## src/rtl/axi_rd_arb2_if.sv

```systemverilog
// AXI4 read-channel (AR + R) bundle shared by requester and memory ports of axi_rd_arb2.
// master drives the address and accepts data; slave is the responding side.
interface axi_rd_arb2_if #(
  parameter int unsigned ID_WIDTH   = 6,
  parameter int unsigned ADDR_WIDTH = 32,
  parameter int unsigned DATA_WIDTH = 64
);
  logic [ID_WIDTH-1:0]   arid;
  logic [ADDR_WIDTH-1:0] araddr;
  logic [7:0]            arlen;
  logic [2:0]            arsize;
  logic [1:0]            arburst;
  logic                  arvalid;
  logic                  arready;
  logic [ID_WIDTH-1:0]   rid;
  logic [DATA_WIDTH-1:0] rdata;
  logic [1:0]            rresp;
  logic                  rlast;
  logic                  rvalid;
  logic                  rready;

  modport master (
    output arid, araddr, arlen, arsize, arburst, arvalid, rready,
    input  arready, rid, rdata, rresp, rlast, rvalid
  );

  modport slave (
    input  arid, araddr, arlen, arsize, arburst, arvalid, rready,
    output arready, rid, rdata, rresp, rlast, rvalid
  );
endinterface

```

## src/rtl/axi_rd_arb2.sv

```systemverilog
// Two-requester AXI4 read arbiter: one burst in flight, round-robin with an urgent
// override for requester 1 (display fetch). R data is a combinational passthrough.
module axi_rd_arb2 #(
  parameter int unsigned ID_WIDTH   = 6,
  parameter int unsigned ADDR_WIDTH = 32,
  parameter int unsigned DATA_WIDTH = 64
) (
  input  logic           clk,
  input  logic           rstn,
  axi_rd_arb2_if.slave   s0,
  axi_rd_arb2_if.slave   s1,
  input  logic           s1_urgent,
  axi_rd_arb2_if.master  m,
  output logic           o_err,
  output logic           o_owner
);

  typedef enum logic [1:0] {StIdle, StAddr, StData} state_e;

  state_e                state_q, state_d;
  logic                  last_q, last_d;
  logic                  owner_q, owner_d;
  logic                  err_q, err_d;
  logic [ID_WIDTH-1:0]   arid_q, arid_d;
  logic [ADDR_WIDTH-1:0] araddr_q, araddr_d;
  logic [7:0]            arlen_q, arlen_d;
  logic [2:0]            arsize_q, arsize_d;
  logic [1:0]            arburst_q, arburst_d;

  logic grant0, grant1;

  // Urgent wins outright; otherwise a tie goes to whoever was not granted last.
  assign grant1 = (state_q == StIdle) && s1.arvalid &&
                  (s1_urgent || !s0.arvalid || !last_q);
  assign grant0 = (state_q == StIdle) && s0.arvalid && !grant1;

  assign s0.arready = grant0;
  assign s1.arready = grant1;

  assign m.arvalid = (state_q == StAddr);
  assign m.arid    = arid_q;
  assign m.araddr  = araddr_q;
  assign m.arlen   = arlen_q;
  assign m.arsize  = arsize_q;
  assign m.arburst = arburst_q;

  assign s0.rid   = owner_q ? '0 : m.rid;
  assign s0.rdata = owner_q ? '0 : m.rdata;
  assign s0.rresp = owner_q ? '0 : m.rresp;
  assign s0.rlast = owner_q ? 1'b0 : m.rlast;
  assign s1.rid   = owner_q ? m.rid : '0;
  assign s1.rdata = owner_q ? m.rdata : '0;
  assign s1.rresp = owner_q ? m.rresp : '0;
  assign s1.rlast = owner_q ? m.rlast : 1'b0;

  assign o_err   = err_q;
  assign o_owner = owner_q;

  always_comb begin
    state_d   = state_q;
    last_d    = last_q;
    owner_d   = owner_q;
    err_d     = err_q;
    arid_d    = arid_q;
    araddr_d  = araddr_q;
    arlen_d   = arlen_q;
    arsize_d  = arsize_q;
    arburst_d = arburst_q;
    s0.rvalid = 1'b0;
    s1.rvalid = 1'b0;
    m.rready  = 1'b0;

    unique case (state_q)
      StIdle: begin
        if (grant0 || grant1) begin
          state_d   = StAddr;
          owner_d   = grant1;
          arid_d    = grant1 ? s1.arid    : s0.arid;
          araddr_d  = grant1 ? s1.araddr  : s0.araddr;
          arlen_d   = grant1 ? s1.arlen   : s0.arlen;
          arsize_d  = grant1 ? s1.arsize  : s0.arsize;
          arburst_d = grant1 ? s1.arburst : s0.arburst;
        end
      end
      StAddr: begin
        if (m.arready) state_d = StData;
      end
      StData: begin
        if (owner_q) begin
          s1.rvalid = m.rvalid;
          m.rready  = s1.rready;
        end else begin
          s0.rvalid = m.rvalid;
          m.rready  = s0.rready;
        end
        if (m.rvalid && m.rready && m.rlast) begin
          state_d = StIdle;
          last_d  = owner_q;
        end
      end
      default: state_d = StIdle;
    endcase

    // Beats with no burst outstanding are drained and flagged, never forwarded.
    if (state_q != StData && m.rvalid) begin
      m.rready = 1'b1;
      err_d    = 1'b1;
    end
  end

  always_ff @(posedge clk or negedge rstn) begin
    if (!rstn) begin
      state_q   <= StIdle;
      last_q    <= 1'b1;
      owner_q   <= 1'b0;
      err_q     <= 1'b0;
      arid_q    <= '0;
      araddr_q  <= '0;
      arlen_q   <= '0;
      arsize_q  <= '0;
      arburst_q <= '0;
    end else begin
      state_q   <= state_d;
      last_q    <= last_d;
      owner_q   <= owner_d;
      err_q     <= err_d;
      arid_q    <= arid_d;
      araddr_q  <= araddr_d;
      arlen_q   <= arlen_d;
      arsize_q  <= arsize_d;
      arburst_q <= arburst_d;
    end
  end

endmodule

```

## src/flat_wrapper.sv

```systemverilog
// flat-port wrapper written by rule: the top's interface ports become plain ports
module axi_rd_arb2_flat 
#(
  parameter int unsigned ID_WIDTH   = 6,
  parameter int unsigned ADDR_WIDTH = 32,
  parameter int unsigned DATA_WIDTH = 64
)
  (clk, rstn, s1_urgent, o_err, o_owner, s0_arid, s0_araddr, s0_arlen, s0_arsize, s0_arburst, s0_arvalid, s0_rready, s0_arready, s0_rid, s0_rdata, s0_rresp, s0_rlast, s0_rvalid, s1_arid, s1_araddr, s1_arlen, s1_arsize, s1_arburst, s1_arvalid, s1_rready, s1_arready, s1_rid, s1_rdata, s1_rresp, s1_rlast, s1_rvalid, m_arid, m_araddr, m_arlen, m_arsize, m_arburst, m_arvalid, m_rready, m_arready, m_rid, m_rdata, m_rresp, m_rlast, m_rvalid);
  axi_rd_arb2_if #(.ID_WIDTH(ID_WIDTH), .ADDR_WIDTH(ADDR_WIDTH), .DATA_WIDTH(DATA_WIDTH)) s0_i ();
  axi_rd_arb2_if #(.ID_WIDTH(ID_WIDTH), .ADDR_WIDTH(ADDR_WIDTH), .DATA_WIDTH(DATA_WIDTH)) s1_i ();
  axi_rd_arb2_if #(.ID_WIDTH(ID_WIDTH), .ADDR_WIDTH(ADDR_WIDTH), .DATA_WIDTH(DATA_WIDTH)) m_i ();
  input  logic clk;
  input  logic rstn;
  input  logic s1_urgent;
  output logic o_err;
  output logic o_owner;
  input wire logic [$bits(s0_i.arid)-1:0] s0_arid;
  input wire logic [$bits(s0_i.araddr)-1:0] s0_araddr;
  input wire logic [$bits(s0_i.arlen)-1:0] s0_arlen;
  input wire logic [$bits(s0_i.arsize)-1:0] s0_arsize;
  input wire logic [$bits(s0_i.arburst)-1:0] s0_arburst;
  input wire logic [$bits(s0_i.arvalid)-1:0] s0_arvalid;
  input wire logic [$bits(s0_i.rready)-1:0] s0_rready;
  output wire logic [$bits(s0_i.arready)-1:0] s0_arready;
  output wire logic [$bits(s0_i.rid)-1:0] s0_rid;
  output wire logic [$bits(s0_i.rdata)-1:0] s0_rdata;
  output wire logic [$bits(s0_i.rresp)-1:0] s0_rresp;
  output wire logic [$bits(s0_i.rlast)-1:0] s0_rlast;
  output wire logic [$bits(s0_i.rvalid)-1:0] s0_rvalid;
  input wire logic [$bits(s1_i.arid)-1:0] s1_arid;
  input wire logic [$bits(s1_i.araddr)-1:0] s1_araddr;
  input wire logic [$bits(s1_i.arlen)-1:0] s1_arlen;
  input wire logic [$bits(s1_i.arsize)-1:0] s1_arsize;
  input wire logic [$bits(s1_i.arburst)-1:0] s1_arburst;
  input wire logic [$bits(s1_i.arvalid)-1:0] s1_arvalid;
  input wire logic [$bits(s1_i.rready)-1:0] s1_rready;
  output wire logic [$bits(s1_i.arready)-1:0] s1_arready;
  output wire logic [$bits(s1_i.rid)-1:0] s1_rid;
  output wire logic [$bits(s1_i.rdata)-1:0] s1_rdata;
  output wire logic [$bits(s1_i.rresp)-1:0] s1_rresp;
  output wire logic [$bits(s1_i.rlast)-1:0] s1_rlast;
  output wire logic [$bits(s1_i.rvalid)-1:0] s1_rvalid;
  output wire logic [$bits(m_i.arid)-1:0] m_arid;
  output wire logic [$bits(m_i.araddr)-1:0] m_araddr;
  output wire logic [$bits(m_i.arlen)-1:0] m_arlen;
  output wire logic [$bits(m_i.arsize)-1:0] m_arsize;
  output wire logic [$bits(m_i.arburst)-1:0] m_arburst;
  output wire logic [$bits(m_i.arvalid)-1:0] m_arvalid;
  output wire logic [$bits(m_i.rready)-1:0] m_rready;
  input wire logic [$bits(m_i.arready)-1:0] m_arready;
  input wire logic [$bits(m_i.rid)-1:0] m_rid;
  input wire logic [$bits(m_i.rdata)-1:0] m_rdata;
  input wire logic [$bits(m_i.rresp)-1:0] m_rresp;
  input wire logic [$bits(m_i.rlast)-1:0] m_rlast;
  input wire logic [$bits(m_i.rvalid)-1:0] m_rvalid;
  assign s0_i.arid = s0_arid;
  assign s0_i.araddr = s0_araddr;
  assign s0_i.arlen = s0_arlen;
  assign s0_i.arsize = s0_arsize;
  assign s0_i.arburst = s0_arburst;
  assign s0_i.arvalid = s0_arvalid;
  assign s0_i.rready = s0_rready;
  assign s0_arready = s0_i.arready;
  assign s0_rid = s0_i.rid;
  assign s0_rdata = s0_i.rdata;
  assign s0_rresp = s0_i.rresp;
  assign s0_rlast = s0_i.rlast;
  assign s0_rvalid = s0_i.rvalid;
  assign s1_i.arid = s1_arid;
  assign s1_i.araddr = s1_araddr;
  assign s1_i.arlen = s1_arlen;
  assign s1_i.arsize = s1_arsize;
  assign s1_i.arburst = s1_arburst;
  assign s1_i.arvalid = s1_arvalid;
  assign s1_i.rready = s1_rready;
  assign s1_arready = s1_i.arready;
  assign s1_rid = s1_i.rid;
  assign s1_rdata = s1_i.rdata;
  assign s1_rresp = s1_i.rresp;
  assign s1_rlast = s1_i.rlast;
  assign s1_rvalid = s1_i.rvalid;
  assign m_arid = m_i.arid;
  assign m_araddr = m_i.araddr;
  assign m_arlen = m_i.arlen;
  assign m_arsize = m_i.arsize;
  assign m_arburst = m_i.arburst;
  assign m_arvalid = m_i.arvalid;
  assign m_rready = m_i.rready;
  assign m_i.arready = m_arready;
  assign m_i.rid = m_rid;
  assign m_i.rdata = m_rdata;
  assign m_i.rresp = m_rresp;
  assign m_i.rlast = m_rlast;
  assign m_i.rvalid = m_rvalid;
  axi_rd_arb2 #(.ID_WIDTH(ID_WIDTH), .ADDR_WIDTH(ADDR_WIDTH), .DATA_WIDTH(DATA_WIDTH)) u_core (.clk(clk), .rstn(rstn), .s0(s0_i), .s1(s1_i), .s1_urgent(s1_urgent), .m(m_i), .o_err(o_err), .o_owner(o_owner));
endmodule
```

## config.mk

```make
export PLATFORM = sky130hd
export DESIGN_NAME = axi_rd_arb2_flat
export DESIGN_NICKNAME = d
export VERILOG_FILES = /design/src/rtl/axi_rd_arb2_if.sv /design/src/rtl/axi_rd_arb2.sv /design/src/flat_wrapper.sv
export SDC_FILE = /design/constraint.sdc
export NUM_CORES = 1
export LEC_CHECK = 0
export CELL_PAD_IN_SITES_DETAIL_PLACEMENT = 0
export CELL_PAD_IN_SITES_GLOBAL_PLACEMENT = 2
export CORE_MARGIN = 1.5
export CORE_UTILIZATION = 16
export DETAILED_ROUTE_END_ITERATION = 10
export HOLD_SLACK_MARGIN = 0.15
export PLACE_DENSITY = 0.8
export SYNTH_ARGS = -nofsm -noshare
export SYNTH_HDL_FRONTEND = slang
export SYNTH_SLANG_ARGS = --single-unit
```

## constraint.sdc

```tcl
create_clock -name clk -period 1.7 [get_ports clk]
set_input_delay 0.34 -clock clk [delete_from_list [all_inputs] [get_ports clk]]
set_output_delay 0.34 -clock clk [all_outputs]
set_load 0.01 [all_outputs]
```

# [After elaboration in Yosys (flattened, before gate mapping)]
# Index checks and enable logic that the tools add are counted.
[classes] multipliers=0 magnitude_cmp=0 n_shift=0 mux=25 bitwise_logic=0 n_reduce_logical=17 div=0 add_sub_neg=0 eq_ne=6
[op_table] operator="64-bit 2-to-1 mux" n=2
[op_table] operator="32-bit 2-to-1 mux" n=1
[op_table] operator="6-bit 2-to-1 mux" n=3
[op_table] operator="2-bit 2-to-1 mux" n=6
[op_table] operator="1-bit 2-to-1 mux" n=10
[op_table] operator="8-bit 2-to-1 mux" n=1
[op_table] operator="1-bit logical AND" n=7
[op_table] operator="2-bit one-hot mux with 3 select lines" n=1
[op_table] operator="2-bit by 1-bit inequality test with 1-bit output (second input constant)" n=2
[op_table] operator="2-bit inequality test (second input constant)" n=2
[op_table] operator="2-bit AND reduction" n=2
[op_table] operator="1-bit zero test" n=3
[op_table] operator="1-bit logical OR" n=3
[op_table] operator="3-bit 2-to-1 mux" n=1
[op_table] operator="3-bit AND reduction" n=1
[op_table] operator="2-bit by 1-bit equality test with 1-bit output (second input constant)" n=1
[op_table] operator="2-bit equality test (second input constant)" n=1
[op_table] operator="2-bit zero test" n=1
[totals] out_inout_bits=205 inputBits=184 regBits=56 rom_bits=0 word_cells=57 latchBits=0 memories=0 ramBits=0

# [Logic depth before layout (Yosys ltp)]
# Gate-level depths: netlist of run 1.
[depth] ltp_word=9 mapped_depth=7 depth_no_buf=4

# [Worst setup path before layout of run 1]
# No wires, ideal clock.
[synth_path] path_type="register -> output" from="register u_core.owner_q (netlist: u_core.o_owner)" to="output port s1_rvalid" path_buffers=3 arrival_ns=1.336 slack_ns=0.024 t_required_ns=1.360 path_stages_with_launch=5 path_cell_list="dfrtp_1 -> clkbuf_1 -> clkbuf_1 -> clkbuf_1 -> and3_1"
[synth_between] elab_chain_len=2
[synth_lines] item="start: declaration" line_no="axi_rd_arb2.sv:22" source="logic owner_q, owner_d;"
[synth_lines] item="start signal: assignment" line_no="axi_rd_arb2.sv:125" source="owner_q <= owner_d;"
[synth_lines] item="1-bit 2-to-1 mux" line_no="axi_rd_arb2.sv:89" source="if (owner_q) begin"
[synth_lines] item="1-bit 2-to-1 mux" line_no="axi_rd_arb2.sv:73" source="unique case (state_q)"
[synth_lines] item="end: declaration" line_no="flat_wrapper.sv:42" source="output wire logic [$bits(s1_i.rvalid)-1:0] s1_rvalid;"
# No other way between the ends.

# [Worst setup path in the final report of run 1]
[layout_path] from="register u_core.owner_q (netlist: u_core.o_owner)" to="output port s1_rdata[30]"
[layout_between] elab_chain_len=1
[layout_lines] item="64-bit 2-to-1 mux" line_no="axi_rd_arb2.sv:52" source="assign s1.rdata = owner_q ? m.rdata : '0;"
[layout_lines] item="end: declaration" line_no="flat_wrapper.sv:39" source="output wire logic [$bits(s1_i.rdata)-1:0] s1_rdata;"
# No other way between the ends.

==> results.py, run 1 <==
metrics = {
    "outcome": {
        "status": "complete, but fails checks",
        "violations": "negative setup slack",
    },
    "clocking": {
        "clock_latency_ns": 0.30,
        "root_buffer": "clkbuf_16",
        "cts.sinks": 56,
        "cts_buffer_depth": 2,
        "cts_tree": "yes",
        "htreeDepth": 2,
        "cts_buffers": 5,
        "path_clk_slew_ns": 0.08,
    },
    "placement": {
        "globalplace.congestion": 0.811,
        "place_ws_ns": -0.557,
        "dp.final_hpwl_um": 18800,
        "post-place-cells": 1246,
        "portBuffers": 388,
    },
    "synthesis": {
        "synth_area_per_cell_sq_um": 9.09,
        "synth_edf_count": 0,
        "syn_area_sq_um": 4520,
        "yosysSeqAreaShare_pct": 31.0,
        "synth-seq-cells": 56,
        "synth_top_area_share_pct": 30.4,
        "syn-num-nets": 682,
        "synth_area_leaders": "dfrtp_1, a31oi_2, nor2b_1",
        "synthArstFlopShare_pct": 100,
        "synth_ff_type": "dfrtp_1",
        "yosysTopAreaCell": "dfrtp_1",
        "synthCells": 498,
        "yosys_warnings": 0,
        "synth_cell_type_count": 31,
    },
    "finish": {
        "most-common-layout-cells": "clkdlybuf4s50_1, buf_6, buf_2",
        "area_growth_pct": 121,
        "layout.cells.most_common": "clkdlybuf4s50_1",
        "layout.cells.non_filler": 1289,
        "nets": 1093,
        "fin_util_pct": 36.0,
        "drive_above_1_share_pct": 47.5,
    },
    "routing": {
        "top_layer": "met4",
        "vias": 5532,
        "firstDrtPassIters": 4,
        "avgRoutedWirePerCell_um": 20.2,
        "wl_um": 26000,
        "met1_length_um": 11800,
        "viasPerCell": 4.29,
        "met3_length_um": 1850,
        "drc": 0,
        "drt-initial-drc-count": 261,
        "drtAntennaViolNets": 0,
        "route.met2.wl_um": 12000,
    },
    "worst_setup_path": {
        "start_kind": "flip-flop",
        "r2r_slack_ns": -0.06,
        "cp_max_fo": 11,
        "critPathCaptureType": "primary output",
        "arrival_ns": 1.64,
        "required_ns": 1.36,
        "crit_type": "flip-flop to primary output",
    },
    "floorplan": {
        "row_count": 61,
        "start_util_pct": 16.3,
        "chipHeight_um": 171,
        "io_pins": 389,
        "die_area_sq_um": 29300,
        "die_width_um": 171,
        "core_area_sq_um": 27800,
    },
    "grt": {
        "grt_pass1_vias": 5190,
        "gr-total-overflow": 0,
        "grt_pass1_wl_um": 35200,
        "antenna_found_initial": 2,
        "grtUsageTotal_pct": 16.3,
        "grt_max_degree": 54,
    },
    "timing": {
        "timing.hold.ws_ns": 0.463,
        "relSlewSlack_pct": 55.7,
        "finalSetupViolCount": 148,
        "finalHoldViolCount": 0,
        "rsz0062_at_grt": "true",
        "drv_slew": 0,
        "finalCritPeriodShare_pct": 117,
        "max_freq_ghz": 0.504,
        "fin_crit_ns": 1.98,
        "layout_setup_ws_ns": -0.285,
        "tightest_slew_ns": 0.665,
        "finClkSkew_ns": 0.00866,
    },
    "flow_run": {
        "cap_viol_max_count": 0,
    },
    "power_and_ir_drop": {
        "p_total_mw": 16.0,
        "p_leak_nw": 4.09,
        "peakVddDrop_mv": 0.554,
        "power.density_nw_per_um2": 1600,
    },
    "worst_hold_path": {
        "hold_path.class": "input pin to async pin",
    },
}
-- per-stage QoR --
stage               cell area, sq um  setup TNS (ns)
floorplan                       4520               0
global placement                9000          -44.27
global route                    9990          -29.01
CTS                             9350          -29.31
detailed placement              9000          -44.26
finish                          9990          -21.62
-- power by group --
part / leakage [nW] / internal [mW] / switching, mW
Clock: 0.0798 / 0.696 / 0.554
Combinational: 3.39 / 6.73 / 5.61
Sequential: 0.622 / 2.02 / 0.379
-- cells by family after synthesis --
group | share of synthesized area [%]
DFF | 31.0
buffers and inverters | 8.82
muxes | 0.470
AOI/OAI and AO/OA | 29.8
and+or+nand+nor | 29.9
-- cell type report --
cell class	count	area [sq um]
fillers	2889	17800
repair buffers	467	4870
multi-input cells	378	3070
flip-flops and latches	56	1410
well taps	378	473
clock buffers	5	125
clock inverters	3	42.5
inverters	1	3.75
diodes	1	2.50
-- Yosys cell counts (2+ instances only) --
master / number
o21ai_1: 3
nor2b_1: 74
buf_2: 14
o21ai_2: 49
nor2_1: 3
o21ai_0: 2
nand2b_1: 3
nand4_1: 51
a21oi_1: 51
a31oi_2: 50
buf_12: 5
buf_6: 8
clkbuf_1: 35
and2_1: 73
nand2_1: 7
dfrtp_1: 55
-- per-layer routing --
layer / vias up / track usage, %
met5: - / 0
li1: 2616 / -
met3: 21 / 4.02
met1: 2696 / 22.2
met2: 199 / 25.9
met4: 0 / 3.39
-- flip-flops by register name (all words and copies together), names as in the netlist --
| register | count |
|---|---|
| u_core.o_owner | 1 |
| u_core.m.arsize | 3 |
| u_core.o_err | 1 |
| u_core.m.arburst | 2 |
| u_core.m.arlen | 8 |
| u_core.state_q | 2 |
| u_core.m.araddr | 32 |
| u_core.m.arid | 6 |
| u_core.last_q | 1 |
-- worst max-delay path, stage by stage (launching register included) --
cell and delay [ns]:
dfrtp_4 0.51, buf_12 0.15, buf_12 0.15, buf_4 0.14, buf_12 0.12, and2_4 0.12, buf_2 0.14
-- timing repair --
item,in CTS,in global routing
pin swaps,5,3
endpoints found under the setup margin,203,206
buffers inserted,14,7
gates resized for setup,753,116
hold endpoints to repair,8,0
hold buffers,1,0
gates cloned,9,12
-- path summary, 6_finish.rpt --
check | start | end | cells after the start
max | u_core.o_owner | s1_rdata[30] | 6
min | rstn | u_core.m.araddr[13] | 2
max reg2reg | u_core.o_owner | u_core.last_q | 7
min reg2reg | u_core.o_err | u_core.o_err | 1
max in group asynchronous | rstn | u_core.last_q | 3
min in group clk | u_core.o_err | u_core.o_err | 1
(Power assumes the default switching activity.)
==> run 2: changes to the inputs <==
- MAX_ROUTING_LAYER: default -> met4
==> run 2 against run 1 <==
The flow still finishes with violations (negative setup slack). Non-clock buffer count is the same. Clock power is essentially flat. Core utilization is essentially flat. Critical endpoint unchanged.
==> results.py, run 2 (synthesis gave the netlist of run 1 again) <==
metrics = {
    "worst_setup_path": {
        "critPathCaptureType": "primary output",
        "slowest_delay_ns": 0.51,
        "cp_max_fo": 11,
        "cp_slowest_cell": "dfrtp_4",
        "required_ns": 1.36,
        "cp_cell_sequence": "buf_12 -> buf_12 -> buf_4 -> buf_12 -> and2_4 -> buf_2",
        "arrival_ns": 1.64,
        "crit_type": "flip-flop to primary output",
        "r2r_cells": 7,
        "start_kind": "flip-flop",
        "crit_top_cell": "buf_12",
    },
    "placement": {
        "dp.final_hpwl_um": 18800,
        "post_dp_cell_area_sq_um": 9000,
        "portBuffers": 388,
        "globalplace.congestion": 0.823,
        "post-place-cells": 1246,
        "place_ws_ns": -0.557,
    },
    "power_and_ir_drop": {
        "power.density_nw_per_um2": 1600,
        "peakVddDrop_mv": 0.557,
        "p_leak_nw": 4.09,
        "p_total_mw": 16.0,
    },
    "grt": {
        "antenna_found_initial": 2,
        "gr-total-overflow": 0,
        "grtUsageTotal_pct": 16.8,
        "grt_max_degree": 54,
        "grt_pass1_vias": 5197,
        "grt_pass1_wl_um": 35200,
    },
    "timing": {
        "tightest_slew_ns": 0.672,
        "fin_crit_ns": 1.98,
        "finalCritPeriodShare_pct": 117,
        "relSlewSlack_pct": 55.2,
        "finalSetupViolCount": 149,
        "drv_slew": 0,
        "rsz0062_at_grt": "true",
        "layout_setup_ws_ns": -0.284,
        "finalHoldViolCount": 0,
        "max_freq_ghz": 0.504,
        "fin_tns_setup_ns": -21.55,
        "finClkSkew_ns": 0.00667,
        "timing.hold.ws_ns": 0.465,
    },
    "routing": {
        "drt-initial-drc-count": 216,
        "wl_um": 26000,
        "vias": 5528,
        "drc": 0,
        "viasPerCell": 4.29,
        "drtAntennaViolNets": 0,
        "avgRoutedWirePerCell_um": 20.1,
        "firstDrtPassIters": 4,
    },
    "clocking": {
        "root_buffer": "clkbuf_16",
        "cts_buffers": 5,
        "htreeDepth": 2,
        "cts_tree": "yes",
        "path_clk_slew_ns": 0.08,
        "clock_latency_ns": 0.30,
        "cts.sinks": 56,
        "cts_buffer_depth": 2,
    },
    "finish": {
        "most-common-layout-cells": "clkdlybuf4s50_1, buf_6, buf_2",
        "layout.cells.non_filler": 1290,
        "nets": 1093,
        "largest_register_ffs": 32,
        "drive_above_1_share_pct": 47.5,
        "stdcell_area_sq_um": 9990,
        "num-fill-cells": 2890,
        "fin_util_pct": 36.0,
        "area_growth_pct": 121,
        "layout.cells.most_common": "clkdlybuf4s50_1",
    },
    "outcome": {
        "violations": "negative setup slack",
        "status": "complete, but fails checks",
    },
    "floorplan": {
        "chipHeight_um": 171,
        "die_area_sq_um": 29300,
        "io_pins": 389,
        "row_count": 61,
        "die_width_um": 171,
        "start_util_pct": 16.3,
        "core_area_sq_um": 27800,
    },
    "worst_hold_path": {
        "hold_path.class": "input pin to async pin",
    },
    "flow_run": {
        "cap_viol_max_count": 0,
    },
}
## run 2: what timing repair did
item	in CTS	in global routing
pin swaps	5	3
cloned	9	12
hold endpoints to repair	8	0
gates resized for setup	753	117
setup endpoints to repair	203	206
buffers inserted	14	7
hold buffers	1	0
## run 2: critical path, delay by kind of cell, from the launching register on
family / cells / cell delay [ns]
buffers and inverters: 5 / 0.70
flip-flops: 1 / 0.51
AND/OR/NAND/NOR: 1 / 0.12
## run 2: layer usage
layer / track usage [%] / wire [um] / vias to the layer above
met1: 22.3 / 11700 / 2673
met3: 3.91 / 1870 / 21
li1: - / - / 2619
met4: 3.39 / 368 / 0
met5: - / 0 / -
met2: 25.9 / 12000 / 215
## run 2: final cells by class
class                   instances  area, sq um  area share, %
repair buffers                467         4870           48.8
inverters                       1         3.75         0.0376
clock buffers                   5          125           1.25
multi-input cells             378         3070           30.7
diodes                          2         5.00         0.0501
well taps                     378          473           4.73
flip-flops and latches         56         1410           14.1
clock inverters                 3         42.5          0.426
## run 2: final timing paths
path / start / endpoint / slack [ns]
max reg2reg: u_core.o_owner / u_core.last_q / -0.06
min in group clk: u_core.o_err / u_core.o_err / 0.48
max in group asynchronous: rstn / u_core.last_q / 0.68
min: rstn / u_core.m.araddr[13] / 0.46
min reg2reg: u_core.o_err / u_core.o_err / 0.48
max: u_core.o_owner / s1_rdata[30] / -0.28
## run 2: where the power goes
group	leakage, nW	internal, mW	switching [mW]
clock network	0.0798	0.696	0.560
registers	0.622	2.02	0.381
logic	3.39	6.74	5.60
total	4.09	9.45	6.54
==> run 3: changes to the inputs <==
- CTS_BUF_LIST: default -> sky130_fd_sc_hd__clkbuf_4
==> run 3 against run 2 <==
The run still ends with negative setup slack left. Worst hold slack worse by 0.14 ns. Power down 8.5%. Register-to-register slack lost 0.08 ns. Flip-flop and latch count stayed put. Wire length shrank 2.2%. Cell area down 2.7%. Non-clock buffer count down 5. Via count fell by 1.8%. Count of clock-buffer cells in the layout is the same. Critical path type unchanged. Critical endpoint is now s0_rdata[20]. Largest power group unchanged. Highest routed layer unchanged.
==> results.py, run 3 (synthesis gave the netlist of run 1 again) <==
metrics = {
    "grt": {
        "grt_max_degree": 54,
        "grtUsageTotal_pct": 16.5,
        "antenna_found_initial": 3,
        "use_met2_pct": 25.6,
        "met1_usage_pct": 21.9,
        "grtUsageMet3_pct": 4.00,
        "busiest_layer": "met2",
        "grt_pass1_wl_um": 34700,
        "grt_pass1_vias": 5145,
        "gr-total-overflow": 0,
    },
    "timing": {
        "finalCritPeriodShare_pct": 120,
        "layout_setup_ws_ns": -0.340,
        "drv_slew": 0,
        "finClkSkew_ns": 0.0186,
        "tightest_slew_ns": 0.938,
        "fin_tns_setup_ns": -44.49,
        "relSlewSlack_pct": 37.5,
        "fin_crit_ns": 2.04,
        "finalSetupViolCount": 203,
        "finalHoldViolCount": 0,
        "max_freq_ghz": 0.490,
        "rsz0062_at_grt": "true",
    },
    "clocking": {
        "clock_latency_ns": 0.42,
        "cts.sinks": 56,
        "cts_buffer_depth": 2,
        "root_buffer": "clkbuf_4",
        "path_clk_slew_ns": 0.20,
        "htreeDepth": 2,
        "cts_buffers": 5,
        "cts_tree": "yes",
    },
    "finish": {
        "fin_util_pct": 35.0,
        "largest_register_ffs": 32,
        "layout.cells.non_filler": 1286,
        "layout.cells.most_common": "clkdlybuf4s50_1",
        "nets": 1088,
        "area_growth_pct": 115,
        "stdcell_area_sq_um": 9730,
        "most-common-layout-cells": "clkdlybuf4s50_1, buf_2, buf_6",
        "drive_above_1_share_pct": 46.5,
        "num-fill-cells": 2895,
    },
    "placement": {
        "post_dp_cell_area_sq_um": 9000,
        "globalplace.congestion": 0.823,
        "post-place-cells": 1246,
        "portBuffers": 388,
        "dp.final_hpwl_um": 18800,
    },
    "worst_setup_path": {
        "arrival_ns": 1.70,
        "r2r_start": "u_core.state_q[1]",
        "crit_type": "flip-flop to primary output",
        "critPathCaptureType": "primary output",
        "r2r_slack_ns": -0.14,
        "r2r_cells": 5,
        "required_ns": 1.36,
        "cp_max_fo": 8,
        "start_kind": "flip-flop",
        "rr_endpoint": "u_core.m.arlen[7]",
    },
    "routing": {
        "avgRoutedWirePerCell_um": 19.8,
        "drc": 0,
        "viasPerCell": 4.22,
        "firstDrtPassIters": 4,
        "wl_um": 25400,
        "drtAntennaViolNets": 0,
        "drt-initial-drc-count": 225,
        "vias": 5431,
    },
    "power_and_ir_drop": {
        "p_leak_nw": 4.30,
        "peakVddDrop_mv": 0.542,
        "p_total_mw": 14.6,
        "power.density_nw_per_um2": 1500,
    },
    "floorplan": {
        "core_area_sq_um": 27800,
        "row_count": 61,
        "chipHeight_um": 171,
        "start_util_pct": 16.3,
        "io_pins": 389,
        "die_width_um": 171,
        "die_area_sq_um": 29300,
    },
    "flow_run": {
        "cap_viol_max_count": 0,
    },
    "outcome": {
        "violations": "negative setup slack",
        "status": "complete, but fails checks",
    },
    "worst_hold_path": {
        "hold_path.class": "input pin to async pin",
    },
}
[run 3: cell types whose count changed in the layout (fill, tap and decap cells not counted), sizes merged]
cell,previous run,this run
bufbuf,0,1
dlymetal6s2s,0,52
diode,2,3
buf,224,221
clkbuf,14,11
clkdlybuf4s50,233,181
[run 3: what timing repair did]
| action | CTS | global route |
|---|---|---|
| setup endpoints to repair | 257 | 259 |
| hold buffers | 1 | 0 |
| pin swaps | 1 | 3 |
| resized for setup | 705 | 162 |
| endpoints found under the hold margin | 55 | 0 |
| setup buffers | 6 | 12 |
| cloned | 5 | 7 |
[run 3: layer usage]
| metal | wire [um] | up-vias |
|---|---|---|
| li1 | - | 2604 |
| met2 | 11900 | 198 |
| met4 | 232 | 0 |
| met1 | 11600 | 2614 |
| met3 | 1700 | 15 |
| met5 | 0 | - |
[run 3: where the power goes]
| group | internal, mW | switching [mW] |
|---|---|---|
| Sequential | 2.01 | 0.345 |
| Combinational | 6.06 | 5.41 |
| Clock | 0.307 | 0.513 |
| Total | 8.37 | 6.26 |
[run 3: worst max-delay path by stage]
stage / startpoint / to / depth (start not counted)
after floorplan: u_core.o_owner / s1_rvalid / 4
after global placement: s1_urgent / s1_arready / 4
after detailed placement: s1_urgent / s1_arready / 4
after CTS: u_core.state_q[1] / s0_arready / 5
after global routing: u_core.o_owner / s0_rdata[20] / 5
final: u_core.o_owner / s0_rdata[20] / 5
[run 3: metrics by stage]
| stage | hold WS [ns] | setup slack, ns |
|---|---|---|
| 6_report | 0.324 | -0.340 |
| 5_1_grt | 0.313 | -0.446 |
| 4_1_cts | 0.294 | -0.404 |
| 3_5_place_dp | 0.265 | -0.557 |
| 3_3_place_gp | 0.270 | -0.516 |
| 2_1_floorplan | 0.0444 | 0.0243 |
[run 3: worst max-delay path, cell delays in order (launching register included)]
cell       delay (ns)
dfrtp_4          0.53
buf_12           0.17
clkbuf_16        0.17
clkbuf_16        0.16
nor2b_1          0.11
buf_2            0.14
[run 3: area by class of cell]
class	count	area (sq um)	share of cell area, %
inverters	1	3.75	0.0386
clock buffers	5	37.5	0.386
multi-input cells	378	3040	31.3
flip-flops and latches	56	1410	14.5
repair buffers	462	4720	48.5
well taps	378	473	4.86
clock inverters	3	42.5	0.437
diodes	3	7.51	0.0772
